--- config.mk ---
export PLATFORM = sky130hd
export DESIGN_NAME = fpmul_result_pack
export DESIGN_NICKNAME = d
export VERILOG_FILES = /design/src/rtl/fpmul_pkg.sv /design/src/rtl/fpmul_round_inc.sv /design/src/rtl/fpmul_result_pack.sv
export SDC_FILE = /design/constraint.sdc
export NUM_CORES = 1
export LEC_CHECK = 0
export BUFFER_PORTS_ARGS = -buffer_cell sky130_fd_sc_hd__buf_2
export CORE_MARGIN = 10
export CORE_UTILIZATION = 57
export CTS_CLUSTER_DIAMETER = 100
export DETAILED_ROUTE_END_ITERATION = 8
export HOLD_SLACK_MARGIN = 0.12
export PLACE_DENSITY_LB_ADDON = 0.3
export SYNTH_ARGS = -nofsm -noshare
export SYNTH_HDL_FRONTEND = slang
export SYNTH_SLANG_ARGS = --single-unit
--- constraint.sdc ---
create_clock -name clk -period 4.81 [get_ports clk]
set_clock_uncertainty 0.1 [all_clocks]
set_input_delay 0.2405 -clock clk [delete_from_list [all_inputs] [get_ports clk]]
set_output_delay 0.2405 -clock clk [all_outputs]
set_load 0.01 [all_outputs]
--- src/rtl/fpmul_pkg.sv ---
// fpmul_pkg -- shared definitions for the FP multiplier result packer.
//   * flag-bus bit indices (12-bit auxiliary flag bus)
//   * QNAN constant, EXP_MAX constant
//   * sticky status bit indices {invalid, overflow, underflow, inexact}
//   * stage-2 branch selection enum and helpers
package fpmul_pkg;

  // Flag bus bit map
  localparam int unsigned FL_A_ZERO   = 11;
  localparam int unsigned FL_A_DNF    = 10;
  localparam int unsigned FL_A_INF    = 9;
  localparam int unsigned FL_A_NAN    = 8;
  localparam int unsigned FL_ONES     = 7;
  localparam int unsigned FL_ROUND    = 6;
  localparam int unsigned FL_UNF      = 5;
  localparam int unsigned FL_OVF      = 4;
  localparam int unsigned FL_AB_NAN   = 3;
  localparam int unsigned FL_AB_INF   = 2;
  localparam int unsigned FL_AB_ZERO  = 1;
  localparam int unsigned FL_AB_DNF   = 0;

  localparam logic [31:0] QNAN    = 32'h7FC0_0000;
  localparam logic [8:0]  EXP_MAX = 9'd255;

  // Status bit indices
  localparam int unsigned ST_INVALID   = 3;
  localparam int unsigned ST_OVERFLOW  = 2;
  localparam int unsigned ST_UNDERFLOW = 1;
  localparam int unsigned ST_INEXACT   = 0;

  // Stage-2 result branch, listed in priority order
  typedef enum logic [2:0] {
    SEL_NAN,
    SEL_INF,
    SEL_ZERO,
    SEL_DNF,
    SEL_OVF,
    SEL_UNF,
    SEL_NORM
  } sel_e;

  // Stage-1 payload. Only the low flag bits [5:0] travel to stage 2;
  // bit indices FL_UNF..FL_AB_DNF are valid on this 6-bit slice.
  typedef struct packed {
    logic        sign;
    logic [7:0]  exp;
    logic [22:0] frac;
    logic        round_ovf;
    logic        round_bit;
    logic [5:0]  fl;
  } s1_t;

  function automatic sel_e select_branch(input logic [5:0] fl, input logic round_ovf);
    sel_e sel;
    if (fl[FL_AB_NAN])                  sel = SEL_NAN;
    else if (fl[FL_AB_INF])             sel = SEL_INF;
    else if (fl[FL_AB_ZERO])            sel = SEL_ZERO;
    else if (fl[FL_AB_DNF])             sel = SEL_DNF;
    else if (fl[FL_OVF] || round_ovf)   sel = SEL_OVF;
    else if (fl[FL_UNF])                sel = SEL_UNF;
    else                                sel = SEL_NORM;
    return sel;
  endfunction

  function automatic logic [3:0] status_events(input sel_e sel, input logic round_bit);
    logic [3:0] ev;
    ev = '0;
    case (sel)
      SEL_NAN:  ev[ST_INVALID] = 1'b1;
      SEL_OVF: begin
        ev[ST_OVERFLOW] = 1'b1;
        ev[ST_INEXACT]  = 1'b1;
      end
      SEL_DNF:  ev[ST_UNDERFLOW] = 1'b1;
      SEL_UNF: begin
        ev[ST_UNDERFLOW] = 1'b1;
        ev[ST_INEXACT]   = 1'b1;
      end
      SEL_NORM: ev[ST_INEXACT] = round_bit;
      default:  ev = '0;
    endcase
    return ev;
  endfunction

endpackage

--- src/rtl/fpmul_round_inc.sv ---
// fpmul_round_inc -- stage-1 round increment and exponent carry.
// Ports:
//   exp        in  [7:0]  biased exponent before rounding
//   man        in  [22:0] fraction before rounding
//   round_bit  in         round-up request
//   frac_ones  in         fraction is all ones (increment carries out)
//   exp_out    out [7:0]  exponent after rounding
//   frac_out   out [22:0] fraction after rounding
//   round_ovf  out        rounding carried the exponent to EXP_MAX or beyond
module fpmul_round_inc
  import fpmul_pkg::*;
(
  input  logic [7:0]  exp,
  input  logic [22:0] man,
  input  logic        round_bit,
  input  logic        frac_ones,
  output logic [7:0]  exp_out,
  output logic [22:0] frac_out,
  output logic        round_ovf
);

  logic       carry;
  logic [8:0] exp_inc;

  always_comb begin
    carry     = frac_ones & round_bit;
    exp_inc   = {1'b0, exp} + 9'd1;
    frac_out  = man + {22'd0, round_bit};
    exp_out   = exp;
    round_ovf = 1'b0;
    if (carry) begin
      frac_out  = '0;
      exp_out   = exp_inc[7:0];
      round_ovf = (exp_inc >= EXP_MAX);
    end
  end

endmodule

--- src/rtl/fpmul_result_pack.sv ---
// fpmul_result_pack -- 2-stage valid/ready packer for FP multiplier results.
// Stage 1 rounds (fpmul_round_inc), stage 2 selects the special-case
// result and raises status events.
// Ports:
//   clk, rst (async, active-low)
//   in_valid/in_ready    upstream handshake
//   sign, exp, man       unrounded product fields
//   flags[11:0]          auxiliary flag bus (see fpmul_pkg)
//   out_valid/out_ready  downstream handshake
//   result[31:0]         IEEE-754 single-precision product
//   status[3:0]          sticky {invalid, overflow, underflow, inexact}
//   status_clr           synchronous clear of status
// Configuration: define FPMUL_STATUS_EN to build the sticky status logic;
// otherwise status reads 0 and status_clr is ignored.
module fpmul_result_pack
  import fpmul_pkg::*;
(
  input  logic        clk,
  input  logic        rst,
  input  logic        in_valid,
  output logic        in_ready,
  input  logic        sign,
  input  logic [7:0]  exp,
  input  logic [22:0] man,
  input  logic [11:0] flags,
  output logic        out_valid,
  input  logic        out_ready,
  output logic [31:0] result,
  output logic [3:0]  status,
  input  logic        status_clr
);

  logic        s1_valid;
  logic        s2_valid;
  logic        s1_advance;
  s1_t         s1_d;
  s1_t         s1_q;
  logic [7:0]  exp_rnd;
  logic [22:0] frac_rnd;
  logic        rovf;
  sel_e        sel;
  logic [31:0] result_d;
  logic [31:0] result_q;

  // A-operand classification bits are not used by the packer.
  logic unused_flags;
  assign unused_flags = ^flags[11:8];

  assign s1_advance = ~s2_valid | out_ready;
  assign in_ready   = ~s1_valid | s1_advance;

  fpmul_round_inc u_round_inc (
    .exp       (exp),
    .man       (man),
    .round_bit (flags[FL_ROUND]),
    .frac_ones (flags[FL_ONES]),
    .exp_out   (exp_rnd),
    .frac_out  (frac_rnd),
    .round_ovf (rovf)
  );

  always_comb begin
    s1_d           = '0;
    s1_d.sign      = sign;
    s1_d.exp       = exp_rnd;
    s1_d.frac      = frac_rnd;
    s1_d.round_ovf = rovf;
    s1_d.round_bit = flags[FL_ROUND];
    s1_d.fl        = flags[5:0];
  end

  always_ff @(posedge clk or negedge rst) begin
    if (!rst) begin
      s1_valid <= 1'b0;
      s1_q     <= '0;
    end else if (in_ready) begin
      s1_valid <= in_valid;
      if (in_valid) s1_q <= s1_d;
    end
  end

  assign sel = select_branch(s1_q.fl, s1_q.round_ovf);

  always_comb begin
    result_d = '0;
    case (sel)
      SEL_NAN:                    result_d = QNAN;
      SEL_INF, SEL_OVF:           result_d = {s1_q.sign, 8'hFF, 23'd0};
      SEL_ZERO, SEL_DNF, SEL_UNF: result_d = {s1_q.sign, 31'd0};
      SEL_NORM:                   result_d = {s1_q.sign, s1_q.exp, s1_q.frac};
      default:                    result_d = '0;
    endcase
  end

  always_ff @(posedge clk or negedge rst) begin
    if (!rst) begin
      s2_valid <= 1'b0;
      result_q <= '0;
    end else if (s1_advance) begin
      s2_valid <= s1_valid;
      if (s1_valid) result_q <= result_d;
    end
  end

  assign out_valid = s2_valid;
  assign result    = result_q;

`ifdef FPMUL_STATUS_EN
  logic [3:0] ev_d;
  logic [3:0] ev_q;
  logic [3:0] status_q;

  assign ev_d = status_events(sel, s1_q.round_bit);

  // Events ride alongside the stage-2 result and are folded into the
  // sticky register only when that result is consumed.
  always_ff @(posedge clk or negedge rst) begin
    if (!rst) begin
      ev_q <= '0;
    end else if (s1_advance && s1_valid) begin
      ev_q <= ev_d;
    end
  end

  always_ff @(posedge clk or negedge rst) begin
    if (!rst) begin
      status_q <= '0;
    end else if (s2_valid && out_ready) begin
      status_q <= status_clr ? ev_q : (status_q | ev_q);
    end else if (status_clr) begin
      status_q <= '0;
    end
  end

  assign status = status_q;
`else
  logic unused_status;
  assign unused_status = status_clr ^ s1_q.round_bit;
  assign status        = '0;
`endif

endmodule

After elaboration in Yosys (flattened, before gate mapping)
Cells that the tools add are included.
{"block": "op_classes", "n_reduce_logical": 6, "shift": 0, "n_div": 0, "n_bitwise": 5, "muxes": 10, "mul": 0, "order_cmp": 1, "n_eq_ne": 6, "add_sub_neg": 2}
{"op": "case mux 32 bit (4 select lines)", "n": 1}
{"op": "adder 23 x 1 -> 23 bit", "n": 1}
{"op": "two-way mux 23 bit", "n": 1}
{"op": "two-way mux 3 bit", "n": 4}
{"op": "adder 8 x 1 -> 9 bit, second input constant", "n": 1}
{"op": "== test 3 bit, second input constant", "n": 3}
{"op": ">= comparator 9 x 8 -> 1 bit, second input constant", "n": 1}
{"op": "two-way mux 8 bit", "n": 1}
{"op": "== test 3 x 2 -> 1 bit, second input constant", "n": 2}
{"op": "two-way mux 2 bit", "n": 2}
{"op": "AND reduction 2 bit", "n": 2}
{"op": "== test 3 x 1 -> 1 bit, second input constant", "n": 1}
{"op": "logical NOT 3 bit", "n": 1}
{"op": "OR reduction 3 bit", "n": 1}
{"op": "NOT 1 bit", "n": 2}
{"op": "bitwise OR 1 bit", "n": 2}
{"op": "OR reduction 2 bit", "n": 1}
{"op": "bitwise AND 1 bit", "n": 1}
{"op": "logical OR 1 bit", "n": 1}
{"op": "two-way mux 1 bit", "n": 1}
{"block": "word_totals", "romBits": 0, "ramBits": 0, "inputBits": 49, "ff_bits": 73, "output_inout_bits": 38, "n_memories": 0, "latchBits": 0, "word_cells": 38}

Logic depth before layout (Yosys ltp)
Gate-level depths: netlist (run 1).
{"block": "depth", "word_depth": 9, "depth_mapped": 7}

Cells and area by module
From an unflattened synthesis (run 1), not the netlist that was laid out.
{"block": "hier_totals", "cells_unflattened": 351, "hier_area_um2": 3841.2}
{"mod": "fpmul_result_pack", "instances": 1, "area_each_um2": 3064.2, "cells_per_inst": 221}
{"mod": "fpmul_round_inc", "instances": 1, "area_each_um2": 777.0, "cells_per_inst": 130}

Worst setup path after synthesis (run 1)
OpenSTA, ideal clock, no wires.
{"block": "synth_path", "path_type": "input port to flip-flop", "startpoint": "in man[0]", "endpoint": "reg s1_q[25] in the netlist's numbering", "t_arrival_ns": 1.725, "n_path_buf": 1, "slack_ns": 2.917, "required_time_ns": 4.641, "stages": 6, "path_cell_list": "ha_1 > nand3_1 > or4_1 > buf_2 > or4b_1 > nand3_1"}
{"block": "synth_between", "elab_chain_cells": 2}
{"element": "start: declaration", "line": "fpmul_result_pack.sv:24", "source": "input logic [22:0] man,"}
{"element": "adder 23 x 1 -> 23 bit", "line": "fpmul_round_inc.sv:28", "source": "frac_out = man + {22'd0, round_bit};"}
{"element": "two-way mux 23 bit", "line": "fpmul_round_inc.sv:31", "source": "if (carry) begin"}
{"element": "end signal: assignment", "line": "fpmul_result_pack.sv:75", "source": "s1_q <= '0;"}
{"element": "end signal: assignment", "line": "fpmul_result_pack.sv:78", "source": "if (in_valid) s1_q <= s1_d;"}
{"element": "end: declaration", "line": "fpmul_result_pack.sv:37", "source": "s1_t s1_q;"}
No other way between the ends.
A chain may end at the register's enable or synchronous reset.

Worst setup path after layout (run 1)
{"block": "layout_path", "startpoint": "in out_ready", "endpoint": "reg s1_q[24] in the netlist's numbering"}
{"block": "layout_between", "elab_chain_cells": 3}
{"element": "start: declaration", "line": "fpmul_result_pack.sv:27", "source": "input logic out_ready,"}
{"element": "bitwise OR 1 bit", "line": "fpmul_result_pack.sv:49", "source": "assign s1_advance = ~s2_valid | out_ready;"}
{"element": "bitwise OR 1 bit", "line": "fpmul_result_pack.sv:50", "source": "assign in_ready = ~s1_valid | s1_advance;"}
{"element": "AND reduction 2 bit (no source line)"}
No other way between the ends.

==> results of run 1 <==
[power breakdown]
part	switching (µW)	leakage (µW)	internal, µW
sequential	38.9	0.000924	684
clock	217	0.0000974	253
combinational	152	0.00112	95.1
total	408	0.00214	1030
[area by class of cell]
cell class	count	area (µm²)
flip-flops and latches	73	1830
fillers	475	1650
multi-input cells	306	1610
repair buffers	99	598
clock buffers	13	149
well taps	75	93.8
clock inverters	3	40.0
inverters	6	22.5
[cell families (layout without fill, tap and decap cells)]
group	count (synthesis)	in the layout	share of synthesized area
other cells	1	4	0.00105
mux	1	1	0.00281
compound gates	46	46	0.0803
fa+ha+maj	4	4	0.0140
xor+xnor	21	21	0.0516
buf+inv	33	121	0.0393
simple gates	230	230	0.299
flops	73	73	0.512
[cell usage after synthesis]
| cell type | n | area [µm²] |
|---|---|---|
| sky130_fd_sc_hd__nand2_1 | 121 | 454 |
| sky130_fd_sc_hd__dfrtp_1 | 73 | 1830 |
| sky130_fd_sc_hd__nand3_1 | 42 | 210 |
| sky130_fd_sc_hd__clkbuf_1 | 21 | 78.8 |
| sky130_fd_sc_hd__o21ai_0 | 21 | 105 |
| sky130_fd_sc_hd__nor2_1 | 20 | 75.1 |
| sky130_fd_sc_hd__xnor2_1 | 16 | 140 |
| sky130_fd_sc_hd__a21oi_1 | 10 | 50.1 |
| sky130_fd_sc_hd__nor4_1 | 7 | 43.8 |
| sky130_fd_sc_hd__inv_1 | 6 | 22.5 |
| sky130_fd_sc_hd__nand4_1 | 6 | 37.5 |
| sky130_fd_sc_hd__nor3_1 | 6 | 30.0 |
| sky130_fd_sc_hd__o2111ai_1 | 6 | 52.6 |
| sky130_fd_sc_hd__and3_1 | 5 | 31.3 |
| sky130_fd_sc_hd__or4_1 | 5 | 37.5 |
| sky130_fd_sc_hd__xor2_1 | 5 | 43.8 |
| sky130_fd_sc_hd__buf_4 | 4 | 30.0 |
| sky130_fd_sc_hd__ha_1 | 4 | 50.1 |
| sky130_fd_sc_hd__nand2b_1 | 4 | 25.0 |
| sky130_fd_sc_hd__and2_1 | 3 | 18.8 |
| sky130_fd_sc_hd__a221o_1 | 2 | 20.0 |
| sky130_fd_sc_hd__nand3b_1 | 2 | 15.0 |
| sky130_fd_sc_hd__o31ai_1 | 2 | 15.0 |
| sky130_fd_sc_hd__or4b_1 | 2 | 20.0 |
| sky130_fd_sc_hd__a211o_1 | 1 | 8.76 |
| sky130_fd_sc_hd__a22oi_1 | 1 | 7.51 |
| sky130_fd_sc_hd__a311oi_1 | 1 | 8.76 |
| sky130_fd_sc_hd__and4_1 | 1 | 8.76 |
| sky130_fd_sc_hd__and4_2 | 1 | 10.0 |
| sky130_fd_sc_hd__buf_1 | 1 | 3.75 |
| sky130_fd_sc_hd__buf_2 | 1 | 5.00 |
| sky130_fd_sc_hd__conb_1 | 1 | 3.75 |
| sky130_fd_sc_hd__mux2i_1 | 1 | 10.0 |
| sky130_fd_sc_hd__nand3_2 | 1 | 10.0 |
| sky130_fd_sc_hd__nand4_2 | 1 | 12.5 |
| sky130_fd_sc_hd__nor2b_1 | 1 | 6.26 |
| sky130_fd_sc_hd__nor4b_1 | 1 | 8.76 |
| sky130_fd_sc_hd__o311a_1 | 1 | 10.0 |
| sky130_fd_sc_hd__o41ai_1 | 1 | 8.76 |
| sky130_fd_sc_hd__or4_4 | 1 | 11.3 |
[worst max-delay path, stage by stage]
cell and delay, ns:
sky130_fd_sc_hd__dlygate4sd3_1 0.53, sky130_fd_sc_hd__buf_2 0.12, sky130_fd_sc_hd__nand3b_1 0.22, sky130_fd_sc_hd__nand2_1 0.78, sky130_fd_sc_hd__nand2_1 0.15, sky130_fd_sc_hd__nand3_1 0.12
sky130_fd_sc_hd__dlygate4sd3_1 0.54
[per-stage QoR]
step	instances	hold WS, ns	instance area [µm²]	util	power [µW]
floorplan	412	-0.155	3580	-	863
global placement	540	0.330	3960	0.661	957
detailed placement	540	0.340	3960	0.661	968
CTS	575	0.126	4340	0.725	1450
global route	575	0.132	4340	0.725	1510
finish	575	0.132	4340	0.725	1440
[flip-flops by register name (all words and copies together), names as in the netlist]
register	flops
s1_q	39
result	32
out_valid	1
s1_valid	1
[worst max-delay path by stage]
| stage | from | end | cells after the start |
|---|---|---|---|
| after floorplan | man[0] | s1_q[25] | 6 |
| after global placement | flags[6] | s1_q[27] | 5 |
| after detailed placement | flags[6] | s1_q[29] | 5 |
| after CTS | out_ready | s1_q[24] | 7 |
| after global routing | out_ready | s1_q[24] | 7 |
| final | out_ready | s1_q[24] | 7 |
[per-layer routing]
| layer | vias up | GRT usage |
|---|---|---|
| li1 | 1564 | - |
| met1 | 1521 | 0.243 |
| met4 | 0 | 0.0761 |
| met5 | - | 0 |
| met2 | 115 | 0.282 |
| met3 | 12 | 0.0484 |
[cell usage in the layout (no fill, tap or decap), drive strengths merged, types with 2 or more instances in the layout]
cell type	instances
or4	6
dfrtp	73
and4	2
nand3b	2
inv	6
clkinv	2
xnor2	16
xor2	5
o21ai	21
o2111ai	6
clkbuf	13
conb	4
nand3	43
and2	3
nor4	7
nand2	121
a221o	2
nand2b	4
o31ai	2
buf	80
nor2	20
nand4	7
ha	4
dlygate4sd3	19
a21oi	10
and3	5
or4b	2
nor3	6
==> impl_results.html, run 1 <==
<table>
<tr><th>Metric</th><th>Value</th></tr>
<tr><th colspan="2">Placement</th></tr>
<tr><td>Worst slack at placement</td><td>2.51 ns</td></tr>
<tr><td>HPWL after detailed placement</td><td>6320 µm</td></tr>
<tr><td>Count of buffers from port buffering</td><td>77</td></tr>
<tr><td>Final Wtd Congestion</td><td>0.878</td></tr>
<tr><th colspan="2">STA</th></tr>
<tr><td>Final Hold Vio Count</td><td>0</td></tr>
<tr><td>Worst-case setup margin in the final layout</td><td>2.27 ns</td></tr>
<tr><td>Setup violation total in the final timing report</td><td>0</td></tr>
<tr><td>Max frequency</td><td>394 MHz</td></tr>
<tr><td>Max transition margin</td><td>0.213</td></tr>
<tr><td>Portion of the clock cycle consumed by the worst path in the final layout</td><td>0.527</td></tr>
<tr><td>Max-slew violations</td><td>0</td></tr>
<tr><td>Setup TNS</td><td>0 ns</td></tr>
<tr><td>Worst slew pin tran</td><td>1.18 ns</td></tr>
<tr><td>RSZ-0062 raised after global routing</td><td>false</td></tr>
<tr><td>Post-route minimum period</td><td>2.54 ns</td></tr>
<tr><th colspan="2">Power and ir drop</th></tr>
<tr><td>Pwr/cell area</td><td>332 nW/µm²</td></tr>
<tr><td>Static Leak</td><td>0.00214 µW</td></tr>
<tr><td>IR drop worst, VDD</td><td>0.231 mV</td></tr>
<tr><th colspan="2">Clocking</th></tr>
<tr><td>Clock-pin slew of the registers on the worst-case setup and hold paths</td><td>0.07 ns</td></tr>
<tr><td>Post-CTS resize count</td><td>0</td></tr>
<tr><td>Clock root cell</td><td>sky130_fd_sc_hd__clkbuf_8</td></tr>
<tr><td>Clock sink count</td><td>73</td></tr>
<tr><td>CTS tree</td><td>done</td></tr>
<tr><td>Number of buffers inserted for hold repair after clock tree synthesis</td><td>19</td></tr>
<tr><td>H-Tree Depth</td><td>3</td></tr>
<tr><td>Number of buffers between clock root and the deepest sink</td><td>2</td></tr>
<tr><td>Worst skew pair latency</td><td>0.34 ns</td></tr>
<tr><td>Total clock buffers created by CTS</td><td>9</td></tr>
<tr><td>Buffers inserted by post-CTS timing repair</td><td>0</td></tr>
<tr><th colspan="2">Global routing</th></tr>
<tr><td>Overall fraction of global-route tracks in use</td><td>0.184</td></tr>
<tr><td>Antenna violations before repair</td><td>0</td></tr>
<tr><td>Pin count of the biggest net entering global routing</td><td>74</td></tr>
<tr><td>Gr ovfl total</td><td>0</td></tr>
<tr><td>First-pass GRT wire length</td><td>15,100 µm</td></tr>
<tr><td>Via count of the first global-routing pass</td><td>3,213</td></tr>
<tr><th colspan="2">Yosys</th></tr>
<tr><td>Part of the Yosys area used for sequential elements</td><td>0.512</td></tr>
<tr><td>Synth Cell Area</td><td>3570 µm²</td></tr>
<tr><td>Post-synthesis cell count</td><td>409</td></tr>
<tr><td>Count of warnings emitted by yosys</td><td>0</td></tr>
<tr><td>Number of flip-flops and latches in the synthesized netlist</td><td>73</td></tr>
<tr><td>Number of different library cells in the post-synthesis netlist</td><td>40</td></tr>
<tr><td>Mean Syn Cell Area</td><td>8.72 µm²</td></tr>
<tr><th colspan="2">Worst setup path</th></tr>
<tr><td>FF-to-FF Start</td><td>out_valid</td></tr>
<tr><td>Setup slack on the worst flop-to-flop path</td><td>2.47 ns</td></tr>
<tr><td>CP Class</td><td>in2reg</td></tr>
<tr><td>Capture point of the worst reg-to-reg path</td><td>s1_q[24]</td></tr>
<tr><td>Reg2reg path depth</td><td>5</td></tr>
<tr><td>CP Launch Type</td><td>input port</td></tr>
<tr><td>Data required, critical path</td><td>4.99 ns</td></tr>
<tr><td>CP Max Fanout</td><td>28</td></tr>
<tr><td>Worst setup EP type</td><td>flip-flop</td></tr>
<tr><td>Data arrival time of the critical path</td><td>2.72 ns</td></tr>
<tr><th colspan="2">Job</th></tr>
<tr><td>Maximum Capacitance Violations</td><td>0</td></tr>
<tr><th colspan="2">Run status</th></tr>
<tr><td>Outcome</td><td>finished clean</td></tr>
<tr><th colspan="2">Finish</th></tr>
<tr><td>Fraction of layout instances using a drive strength above 1</td><td>0.194</td></tr>
<tr><td>Syn-to-layout area delta</td><td>21.7%</td></tr>
<tr><td>Number of nets in the layout</td><td>548</td></tr>
<tr><td>Antenna cell count</td><td>0</td></tr>
<tr><th colspan="2">Detailed routing</th></tr>
<tr><td>Detailed-route vias per instance</td><td>5.59</td></tr>
<tr><td>Met2 WL</td><td>4210 µm</td></tr>
<tr><td>Total Wirelength</td><td>9090 µm</td></tr>
<tr><td>Starting DRT DRC Count</td><td>204</td></tr>
<tr><td>Via Count</td><td>3,212</td></tr>
<tr><td>Post-detailed-route DRC marker count</td><td>0</td></tr>
<tr><td>Average detailed-routed wire length per instance</td><td>15.8 µm</td></tr>
<tr><td>Wire length on met3</td><td>668 µm</td></tr>
<tr><td>Wire length the detailed router placed on met1</td><td>4080 µm</td></tr>
<tr><td>First-pass detailed-route iteration total</td><td>4</td></tr>
<tr><td>Remaining antenna violation count after routing</td><td>0</td></tr>
<tr><td>Uppermost metal layer occupied by signal nets</td><td>met4</td></tr>
<tr><th colspan="2">Die</th></tr>
<tr><td>Area enclosed by the die boundary</td><td>9820 µm²</td></tr>
<tr><td>Die width</td><td>99.1 µm</td></tr>
<tr><td>Rows</td><td>28</td></tr>
<tr><td>I/O Pins</td><td>87</td></tr>
<tr><td>Core Footprint</td><td>5990 µm²</td></tr>
<tr><td>Chip Height</td><td>99.1 µm</td></tr>
<tr><td>Initial Utilization</td><td>0.595</td></tr>
<tr><th colspan="2">Hold path</th></tr>
<tr><td>Origin of the worst min-delay path</td><td>man[11]</td></tr>
<tr><td>Count of cells along the worst hold path</td><td>3</td></tr>
<tr><td>Classification of the worst-slack hold path</td><td>in2reg</td></tr>
<tr><td>Hold worst-path end</td><td>s1_q[19]</td></tr>
</table>
(Power assumes the default switching activity.)
==> run 2: changes to the inputs <==
--- a/config.mk
+++ b/config.mk
@@ -5,9 +5,10 @@
 export SDC_FILE = /design/constraint.sdc
 export NUM_CORES = 1
 export LEC_CHECK = 0
+export ABC_AREA = 1
 export BUFFER_PORTS_ARGS = -buffer_cell sky130_fd_sc_hd__buf_2
 export CORE_MARGIN = 10
-export CORE_UTILIZATION = 57
+export CORE_UTILIZATION = 54
 export CTS_CLUSTER_DIAMETER = 100
 export DETAILED_ROUTE_END_ITERATION = 8
 export HOLD_SLACK_MARGIN = 0.12
==> constraint.sdc (replaced) <==
create_clock -name clk -period 2.5 [get_ports clk]
set_clock_uncertainty 0.1 [all_clocks]
set_input_delay 0.125 -clock clk [delete_from_list [all_inputs] [get_ports clk]]
set_output_delay 0.125 -clock clk [all_outputs]
set_load 0.01 [all_outputs]
==> impl_results.html, run 2 <==
<table>
<tr><th>Metric</th><th>Value</th></tr>
<tr><th colspan="2">Job</th></tr>
<tr><td>Maximum Capacitance Violations</td><td>0</td></tr>
<tr><th colspan="2">Detailed routing</th></tr>
<tr><td>Total Wirelength</td><td>10,500 µm</td></tr>
<tr><td>Post-detailed-route DRC marker count</td><td>0</td></tr>
<tr><td>Remaining antenna violation count after routing</td><td>0</td></tr>
<tr><td>First-pass detailed-route iteration total</td><td>5</td></tr>
<tr><td>Starting DRT DRC Count</td><td>265</td></tr>
<tr><td>Via Count</td><td>3,637</td></tr>
<tr><td>Average detailed-routed wire length per instance</td><td>15.5 µm</td></tr>
<tr><td>Detailed-route vias per instance</td><td>5.39</td></tr>
<tr><th colspan="2">Yosys</th></tr>
<tr><td>Area share of and/or/nand/nor cells after synthesis</td><td>0.278</td></tr>
<tr><td>Mean Syn Cell Area</td><td>8.01 µm²</td></tr>
<tr><td>Top cells by area in the synthesized netlist</td><td>sky130_fd_sc_hd__dfrtp_1, sky130_fd_sc_hd__nand2_1, sky130_fd_sc_hd__inv_1, sky130_fd_sc_hd__o21ai_0, sky130_fd_sc_hd__nor2_1</td></tr>
<tr><td>Adder-cell share of the synthesized area</td><td>0.0136</td></tr>
<tr><td>Number of flip-flops and latches in the synthesized netlist</td><td>73</td></tr>
<tr><td>Count of warnings emitted by yosys</td><td>0</td></tr>
<tr><td>Async SR Flop Fraction</td><td>1.00</td></tr>
<tr><td>Most frequent cell after synthesis</td><td>sky130_fd_sc_hd__nand2_1</td></tr>
<tr><td>Part of the Yosys area used for sequential elements</td><td>0.497</td></tr>
<tr><td>Leading post-synthesis cells by instance count</td><td>sky130_fd_sc_hd__nand2_1, sky130_fd_sc_hd__dfrtp_1, sky130_fd_sc_hd__inv_1</td></tr>
<tr><td>XOR/XNOR Fraction of Synth Area</td><td>0.00714</td></tr>
<tr><td>Dominant combinational cell family by area after synthesis</td><td>simple AND/OR/NAND/NOR gates</td></tr>
<tr><td>Number of different library cells in the post-synthesis netlist</td><td>37</td></tr>
<tr><td>Post-synthesis cell count</td><td>459</td></tr>
<tr><td>Post-synth EDFFs</td><td>0</td></tr>
<tr><td>Most area-hungry cell type in the Yosys netlist</td><td>sky130_fd_sc_hd__dfrtp_1</td></tr>
<tr><td>Compound-cell area share of the yosys netlist</td><td>0.130</td></tr>
<tr><td>Share of synthesized area spent on multiplexers</td><td>0</td></tr>
<tr><td>Synth top area share</td><td>0.497</td></tr>
<tr><td>Most frequently used flop master after synthesis</td><td>sky130_fd_sc_hd__dfrtp_1</td></tr>
<tr><td>Synth Cell Area</td><td>3680 µm²</td></tr>
<tr><th colspan="2">Die</th></tr>
<tr><td>Die width</td><td>103 µm</td></tr>
<tr><td>I/O Pins</td><td>87</td></tr>
<tr><td>Initial Utilization</td><td>0.547</td></tr>
<tr><td>Area enclosed by the die boundary</td><td>10,500 µm²</td></tr>
<tr><td>Rows</td><td>30</td></tr>
<tr><td>Core Footprint</td><td>6720 µm²</td></tr>
<tr><td>Chip Height</td><td>103 µm</td></tr>
<tr><th colspan="2">Global routing</th></tr>
<tr><td>Overall fraction of global-route tracks in use</td><td>0.201</td></tr>
<tr><td>Antenna violations before repair</td><td>1</td></tr>
<tr><td>Gr ovfl total</td><td>0</td></tr>
<tr><td>First-pass GRT wire length</td><td>16,600 µm</td></tr>
<tr><td>Via count of the first global-routing pass</td><td>3,553</td></tr>
<tr><td>Pin count of the biggest net entering global routing</td><td>43</td></tr>
<tr><th colspan="2">Placement</th></tr>
<tr><td>HPWL after detailed placement</td><td>6730 µm</td></tr>
<tr><td>Worst slack at placement</td><td>0.796 ns</td></tr>
<tr><td>Final Wtd Congestion</td><td>0.934</td></tr>
<tr><td>Count of buffers from port buffering</td><td>77</td></tr>
<tr><th colspan="2">Worst setup path</th></tr>
<tr><td>Worst setup EP type</td><td>flip-flop</td></tr>
<tr><td>Top Family by Delay on Critical Path</td><td>buffers and inverters</td></tr>
<tr><td>Cell occurring most often along the worst timing path</td><td>sky130_fd_sc_hd__dlygate4sd3_1</td></tr>
<tr><td>Slowest cell on the critical path</td><td>sky130_fd_sc_hd__dlygate4sd3_1</td></tr>
<tr><td>Cell depth of the worst setup path</td><td>10</td></tr>
<tr><td>Data arrival time of the critical path</td><td>2.56 ns</td></tr>
<tr><td>CP Class</td><td>in2reg</td></tr>
<tr><td>Ordered list of cells on the worst path</td><td>dlygate4sd3_1 -&gt; buf_2 -&gt; nand2_1 -&gt; nor2_4 -&gt; nand3_2 -&gt; nor2_1 -&gt; nor2_1 -&gt; dlygate4sd3_1 -&gt; o21ai_1 -&gt; dlygate4sd3_1</td></tr>
<tr><td>Reg2reg path depth</td><td>8</td></tr>
<tr><td>Data required, critical path</td><td>2.69 ns</td></tr>
<tr><td>Crit path buffers/inverters</td><td>4</td></tr>
<tr><td>CP Max Fanout</td><td>3</td></tr>
<tr><td>Crit path largest cell delay</td><td>0.58 ns</td></tr>
<tr><td>CP Launch Type</td><td>input port</td></tr>
<tr><th colspan="2">STA</th></tr>
<tr><td>Portion of the clock cycle consumed by the worst path in the final layout</td><td>0.950</td></tr>
<tr><td>Setup violation total in the final timing report</td><td>0</td></tr>
<tr><td>Max transition margin</td><td>0.512</td></tr>
<tr><td>Worst-case setup margin in the final layout</td><td>0.125 ns</td></tr>
<tr><td>Worst hold slack across all endpoints</td><td>0.135 ns</td></tr>
<tr><td>Max frequency</td><td>421 MHz</td></tr>
<tr><td>Max-slew violations</td><td>0</td></tr>
<tr><td>Post-route minimum period</td><td>2.37 ns</td></tr>
<tr><td>Worst slew pin tran</td><td>0.732 ns</td></tr>
<tr><td>Final Hold Vio Count</td><td>0</td></tr>
<tr><th colspan="2">Finish</th></tr>
<tr><td>Area occupied by multi-input gates</td><td>1600 µm²</td></tr>
<tr><td>Number of nets in the layout</td><td>642</td></tr>
<tr><td>Fillers</td><td>485</td></tr>
<tr><td>Largest Register</td><td>s1_q</td></tr>
<tr><td>Sequential Area</td><td>1830 µm²</td></tr>
<tr><td>Most frequent cells in the layout</td><td>sky130_fd_sc_hd__nand2_1, sky130_fd_sc_hd__buf_2, sky130_fd_sc_hd__dfrtp_1</td></tr>
<tr><td>Most common library cell in the layout ignoring fill and taps</td><td>sky130_fd_sc_hd__nand2_1</td></tr>
<tr><td>Fraction of layout instances using a drive strength above 1</td><td>0.209</td></tr>
<tr><td>Max FFs per register</td><td>39</td></tr>
<tr><td>Syn-to-layout area delta</td><td>32.9%</td></tr>
<tr><th colspan="2">Power and ir drop</th></tr>
<tr><td>Static Leak</td><td>0.00250 µW</td></tr>
<tr><td>Sum of internal, switching and leakage power</td><td>3200 µW</td></tr>
<tr><td>Pwr/cell area</td><td>656 nW/µm²</td></tr>
<tr><td>IR drop worst, VDD</td><td>0.301 mV</td></tr>
<tr><th colspan="2">Hold path</th></tr>
<tr><td>Count of cells along the worst hold path</td><td>4</td></tr>
<tr><td>Classification of the worst-slack hold path</td><td>in2reg</td></tr>
<tr><th colspan="2">Clocking</th></tr>
<tr><td>Clock-pin slew of the registers on the worst-case setup and hold paths</td><td>0.07 ns</td></tr>
<tr><td>Number of buffers between clock root and the deepest sink</td><td>2</td></tr>
<tr><td>CTS tree</td><td>done</td></tr>
<tr><td>Worst skew pair latency</td><td>0.36 ns</td></tr>
<tr><td>H-Tree Depth</td><td>3</td></tr>
<tr><td>Total clock buffers created by CTS</td><td>9</td></tr>
<tr><td>Clock root cell</td><td>sky130_fd_sc_hd__clkbuf_8</td></tr>
<tr><td>Clock sink count</td><td>73</td></tr>
<tr><th colspan="2">Run status</th></tr>
<tr><td>Outcome</td><td>finished clean</td></tr>
</table>
==> run 2: changes by cell type after synthesis, moves of 7 or more <==
cell                       previous run  this run
sky130_fd_sc_hd__buf_2                1        10
sky130_fd_sc_hd__o21ai_0             21        32
sky130_fd_sc_hd__inv_1                6        43
sky130_fd_sc_hd__clkbuf_1            21         5
sky130_fd_sc_hd__nor2_1              20        30
sky130_fd_sc_hd__nor4_1               7         0
sky130_fd_sc_hd__xnor2_1             16         1
sky130_fd_sc_hd__nand3_1             42        17
sky130_fd_sc_hd__a31oi_1              0        10
sky130_fd_sc_hd__nand2_1            121       155
==> run 2: area by class of cell <==
class | instances | share of cell area
well taps | 80 | 0.0205
inverters | 46 | 0.0358
repair buffers | 135 | 0.195
clock inverters | 5 | 0.0159
clock buffers | 11 | 0.0310
diodes | 1 | 0.000512
multi-input cells | 324 | 0.328
flip-flops and latches | 73 | 0.374
==> run 2: layer usage <==
layer	global-route usage	up-vias	share of wire
met5	0	-	0
met4	0.0824	0	0.023
met3	0.0623	30	0.079
met2	0.324	142	0.47
met1	0.245	1701	0.43
li1	-	1764	-
==> run 2: stage by stage <==
stage	area [µm²]	utilization	setup TNS (ns)	instances
floorplan	3690	-	0	462
global route	4890	0.728	-0.00760	675
CTS	4830	0.719	0	669
finish	4890	0.728	0	675
global placement	4130	0.615	0	606
detailed placement	4130	0.615	0	606
==> run 2: logic make-up (layout without fill, tap and decap cells) <==
group	after synthesis	after routing
and+or+nand+nor	233	233
AOI/OAI and AO/OA	80	80
DFF	73	73
buffers and inverters	65	197
adders and majority gates	4	4
xor gates and xnor gates	3	3
other	1	5
==> run 2: repair_timing <==
action	CTS	global route
hold buffers	47	0
gates resized for setup	0	7
setup endpoints to repair	0	2
endpoints found under the hold margin	72	0
buffers inserted	0	5
==> run 2: worst paths after layout <==
check	slack, ns	start	end
max	0.13	man[13]	s1_q[24]
min	0.14	man[7]	s1_q[15]
max reg2reg	0.30	out_valid	s1_q[24]
min reg2reg	0.38	result[13]	result[13]
max in group asynchronous	1.37	rst	result[17]
min in group asynchronous	0.26	rst	result[31]
==> run 2: worst min-delay path, stage by stage <==
cell and delay, ns:
sky130_fd_sc_hd__buf_2 0.10, sky130_fd_sc_hd__inv_1 0.05, sky130_fd_sc_hd__a21oi_1 0.14, sky130_fd_sc_hd__a22o_1 0.14
==> run 2: power breakdown <==
group | switching [µW] | internal (µW) | total (µW)
sequential | 95.5 | 1350 | 1450
clock | 446 | 613 | 1060
combinational | 423 | 278 | 701
total | 964 | 2240 | 3200
==> run 3: changes to the inputs <==
--- a/config.mk
+++ b/config.mk
@@ -6,11 +6,11 @@
 export NUM_CORES = 1
 export LEC_CHECK = 0
 export ABC_AREA = 1
-export BUFFER_PORTS_ARGS = -buffer_cell sky130_fd_sc_hd__buf_2
 export CORE_MARGIN = 10
-export CORE_UTILIZATION = 54
+export CORE_UTILIZATION = 57
 export CTS_CLUSTER_DIAMETER = 100
 export DETAILED_ROUTE_END_ITERATION = 8
+export DONT_BUFFER_PORTS = 1
 export HOLD_SLACK_MARGIN = 0.12
 export PLACE_DENSITY_LB_ADDON = 0.3
 export SYNTH_ARGS = -nofsm -noshare
==> constraint.sdc (replaced) <==
create_clock -name clk -period 2.1 [get_ports clk]
set_clock_uncertainty 0.1 [all_clocks]
set_input_delay 0.105 -clock clk [delete_from_list [all_inputs] [get_ports clk]]
set_output_delay 0.105 -clock clk [all_outputs]
set_load 0.01 [all_outputs]
==> impl_results.html, run 3 (synthesis results as in run 2) <==
<table>
<tr><th>Metric</th><th>Value</th></tr>
<tr><th colspan="2">Power and ir drop</th></tr>
<tr><td>Pwr/cell area</td><td>745 nW/µm²</td></tr>
<tr><td>Sum of internal, switching and leakage power</td><td>3370 µW</td></tr>
<tr><td>Static Leak</td><td>0.00218 µW</td></tr>
<tr><td>IR drop worst, VDD</td><td>0.508 mV</td></tr>
<tr><th colspan="2">STA</th></tr>
<tr><td>Setup violation total in the final timing report</td><td>0</td></tr>
<tr><td>Final Hold Vio Count</td><td>0</td></tr>
<tr><td>Setup TNS</td><td>0 ns</td></tr>
<tr><td>Max-slew violations</td><td>0</td></tr>
<tr><td>Worst-case setup margin in the final layout</td><td>0.114 ns</td></tr>
<tr><td>RSZ-0062 raised after global routing</td><td>false</td></tr>
<tr><td>Post-route minimum period</td><td>1.99 ns</td></tr>
<tr><td>Portion of the clock cycle consumed by the worst path in the final layout</td><td>0.946</td></tr>
<tr><td>Max frequency</td><td>503 MHz</td></tr>
<tr><th colspan="2">Finish</th></tr>
<tr><td>Number of nets in the layout</td><td>573</td></tr>
<tr><td>Post-route cell area</td><td>4520 µm²</td></tr>
<tr><td>Syn-to-layout area delta</td><td>22.9%</td></tr>
<tr><td>Max FFs per register</td><td>39</td></tr>
<tr><td>Most frequent cells in the layout</td><td>sky130_fd_sc_hd__nand2_1, sky130_fd_sc_hd__dfrtp_1, sky130_fd_sc_hd__dlygate4sd3_1</td></tr>
<tr><td>Most common library cell in the layout ignoring fill and taps</td><td>sky130_fd_sc_hd__nand2_1</td></tr>
<tr><td>Largest Register</td><td>s1_q</td></tr>
<tr><td>Fraction of layout instances using a drive strength above 1</td><td>0.0782</td></tr>
<tr><td>Antenna cell count</td><td>0</td></tr>
<tr><td>Final instance count without filler cells</td><td>601</td></tr>
<tr><th colspan="2">Detailed routing</th></tr>
<tr><td>Total Wirelength</td><td>9210 µm</td></tr>
<tr><td>Post-detailed-route DRC marker count</td><td>0</td></tr>
<tr><td>Remaining antenna violation count after routing</td><td>0</td></tr>
<tr><td>Via Count</td><td>3,268</td></tr>
<tr><td>Starting DRT DRC Count</td><td>214</td></tr>
<tr><td>First-pass detailed-route iteration total</td><td>5</td></tr>
<tr><td>Average detailed-routed wire length per instance</td><td>15.3 µm</td></tr>
<tr><td>Detailed-route vias per instance</td><td>5.44</td></tr>
<tr><th colspan="2">Die</th></tr>
<tr><td>I/O Pins</td><td>87</td></tr>
<tr><td>Core Footprint</td><td>6310 µm²</td></tr>
<tr><td>Area enclosed by the die boundary</td><td>10,100 µm²</td></tr>
<tr><td>Initial Utilization</td><td>0.583</td></tr>
<tr><td>Rows</td><td>29</td></tr>
<tr><td>Die width</td><td>100 µm</td></tr>
<tr><td>Chip Height</td><td>100 µm</td></tr>
<tr><th colspan="2">Clocking</th></tr>
<tr><td>Clock sink count</td><td>73</td></tr>
<tr><td>Clock root cell</td><td>sky130_fd_sc_hd__clkbuf_8</td></tr>
<tr><td>CTS tree</td><td>done</td></tr>
<tr><td>H-Tree Depth</td><td>3</td></tr>
<tr><td>Buffers inserted by post-CTS timing repair</td><td>0</td></tr>
<tr><td>Number of buffers between clock root and the deepest sink</td><td>2</td></tr>
<tr><td>Clock-pin slew of the registers on the worst-case setup and hold paths</td><td>0.07 ns</td></tr>
<tr><td>Worst skew pair latency</td><td>0.33 ns</td></tr>
<tr><td>Total clock buffers created by CTS</td><td>9</td></tr>
<tr><th colspan="2">Worst setup path</th></tr>
<tr><td>Startpoint of the most critical setup path</td><td>man[6]</td></tr>
<tr><td>FF-to-FF Start</td><td>out_valid</td></tr>
<tr><td>Ordered list of cells on the worst path</td><td>dlygate4sd3_1 -&gt; nand4_1 -&gt; inv_1 -&gt; nand2_2 -&gt; nor2_4 -&gt; nand2_1 -&gt; dlygate4sd3_1 -&gt; nand3_1 -&gt; nand2_1</td></tr>
<tr><td>Slowest cell on the critical path</td><td>sky130_fd_sc_hd__dlygate4sd3_1</td></tr>
<tr><td>CP Max Fanout</td><td>7</td></tr>
<tr><td>Setup slack on the worst flop-to-flop path</td><td>0.33 ns</td></tr>
<tr><td>Data required, critical path</td><td>2.23 ns</td></tr>
<tr><td>CP Launch Type</td><td>input port</td></tr>
<tr><td>CP Class</td><td>in2reg</td></tr>
<tr><td>Capture point of the worst reg-to-reg path</td><td>s1_q[21]</td></tr>
<tr><td>Data arrival time of the critical path</td><td>2.11 ns</td></tr>
<tr><td>Worst setup EP type</td><td>flip-flop</td></tr>
<tr><td>Crit path largest cell delay</td><td>0.68 ns</td></tr>
<tr><td>Reg2reg path depth</td><td>7</td></tr>
<tr><th colspan="2">Placement</th></tr>
<tr><td>Worst slack at placement</td><td>0.344 ns</td></tr>
<tr><td>HPWL after detailed placement</td><td>6530 µm</td></tr>
<tr><td>Count of buffers from port buffering</td><td>0</td></tr>
<tr><td>Placed Instance Area</td><td>3750 µm²</td></tr>
<tr><td>Final Wtd Congestion</td><td>0.886</td></tr>
<tr><td>Inst Count DP</td><td>528</td></tr>
<tr><th colspan="2">Global routing</th></tr>
<tr><td>Via count of the first global-routing pass</td><td>3,080</td></tr>
<tr><td>Antenna violations before repair</td><td>0</td></tr>
<tr><td>First-pass GRT wire length</td><td>14,900 µm</td></tr>
<tr><td>Pin count of the biggest net entering global routing</td><td>74</td></tr>
<tr><td>Gr ovfl total</td><td>0</td></tr>
<tr><td>Overall fraction of global-route tracks in use</td><td>0.182</td></tr>
<tr><th colspan="2">Hold path</th></tr>
<tr><td>Origin of the worst min-delay path</td><td>man[1]</td></tr>
<tr><td>Count of cells along the worst hold path</td><td>4</td></tr>
<tr><td>Classification of the worst-slack hold path</td><td>in2reg</td></tr>
<tr><td>Hold worst-path end</td><td>s1_q[15]</td></tr>
<tr><th colspan="2">Run status</th></tr>
<tr><td>Outcome</td><td>finished clean</td></tr>
<tr><th colspan="2">Job</th></tr>
<tr><td>Maximum Capacitance Violations</td><td>0</td></tr>
</table>
## run 3: cell count changes in the layout (fill, tap and decap cells not counted), moves of 2 or more
cell / delta
sky130_fd_sc_hd__dlygate4sd3_1: +7
sky130_fd_sc_hd__bufinv_16: -2
sky130_fd_sc_hd__buf_4: -2
sky130_fd_sc_hd__buf_2: -76
sky130_fd_sc_hd__dlymetal6s4s_1: +3
sky130_fd_sc_hd__clkbuf_1: +2
## run 3: power by group
| part | leakage (µW) | total [µW] | internal, µW | switching [µW] |
|---|---|---|---|---|
| Combinational | 0.00118 | 645 | 253 | 392 |
| Sequential | 0.000925 | 1790 | 1610 | 178 |
| Clock | 0.0000822 | 937 | 452 | 485 |
| Total | 0.00218 | 3370 | 2310 | 1060 |
## run 3: cell type report
class                      instances  area, µm²
clock buffer                      12        145
clock inverter                     3       17.5
fill                             495       1790
inverter                          46        173
multi-input combinational        324       1600
sequential                        73       1830
tap                               77       96.3
timing repair buffer              66        666
## run 3: worst max path at each step
stage / slack, ns / depth (start not counted) / endpoint
after global placement: 0.37 / 7 / s1_q[21]
final: 0.11 / 9 / s1_q[19]
after global routing: 0.005 / 9 / s1_q[25]
after CTS: 0.08 / 9 / s1_q[20]
after floorplan: 0.65 / 8 / s1_q[28]
after detailed placement: 0.34 / 7 / s1_q[21]
## run 3: per-layer routing
layer	track usage	vias to the layer above	part of all wire
met3	0.0440	9	0.067
met1	0.246	1549	0.45
li1	-	1616	-
met2	0.281	94	0.47
met5	0	-	0
met4	0.0587	0	0.010
## run 3: per-stage QoR
stage | utilization | hold WS [ns]
floorplan | - | -0.291
global placement | 0.594 | -0.288
detailed placement | 0.594 | -0.287
CTS | 0.714 | 0.133
global route | 0.716 | 0.166
finish | 0.716 | 0.159
## run 3: timing repair
| action | CTS | global route |
|---|---|---|
| setup endpoints to repair | 0 | 7 |
| hold buffers | 58 | 0 |
| gates resized for setup | 0 | 4 |
| endpoints found under the hold margin | 114 | 0 |
## run 3: critical path, delay by kind of cell
family                 cells  cell delay [ns]
buffers and inverters      3             1.35
AND/OR/NAND/NOR            6             0.65
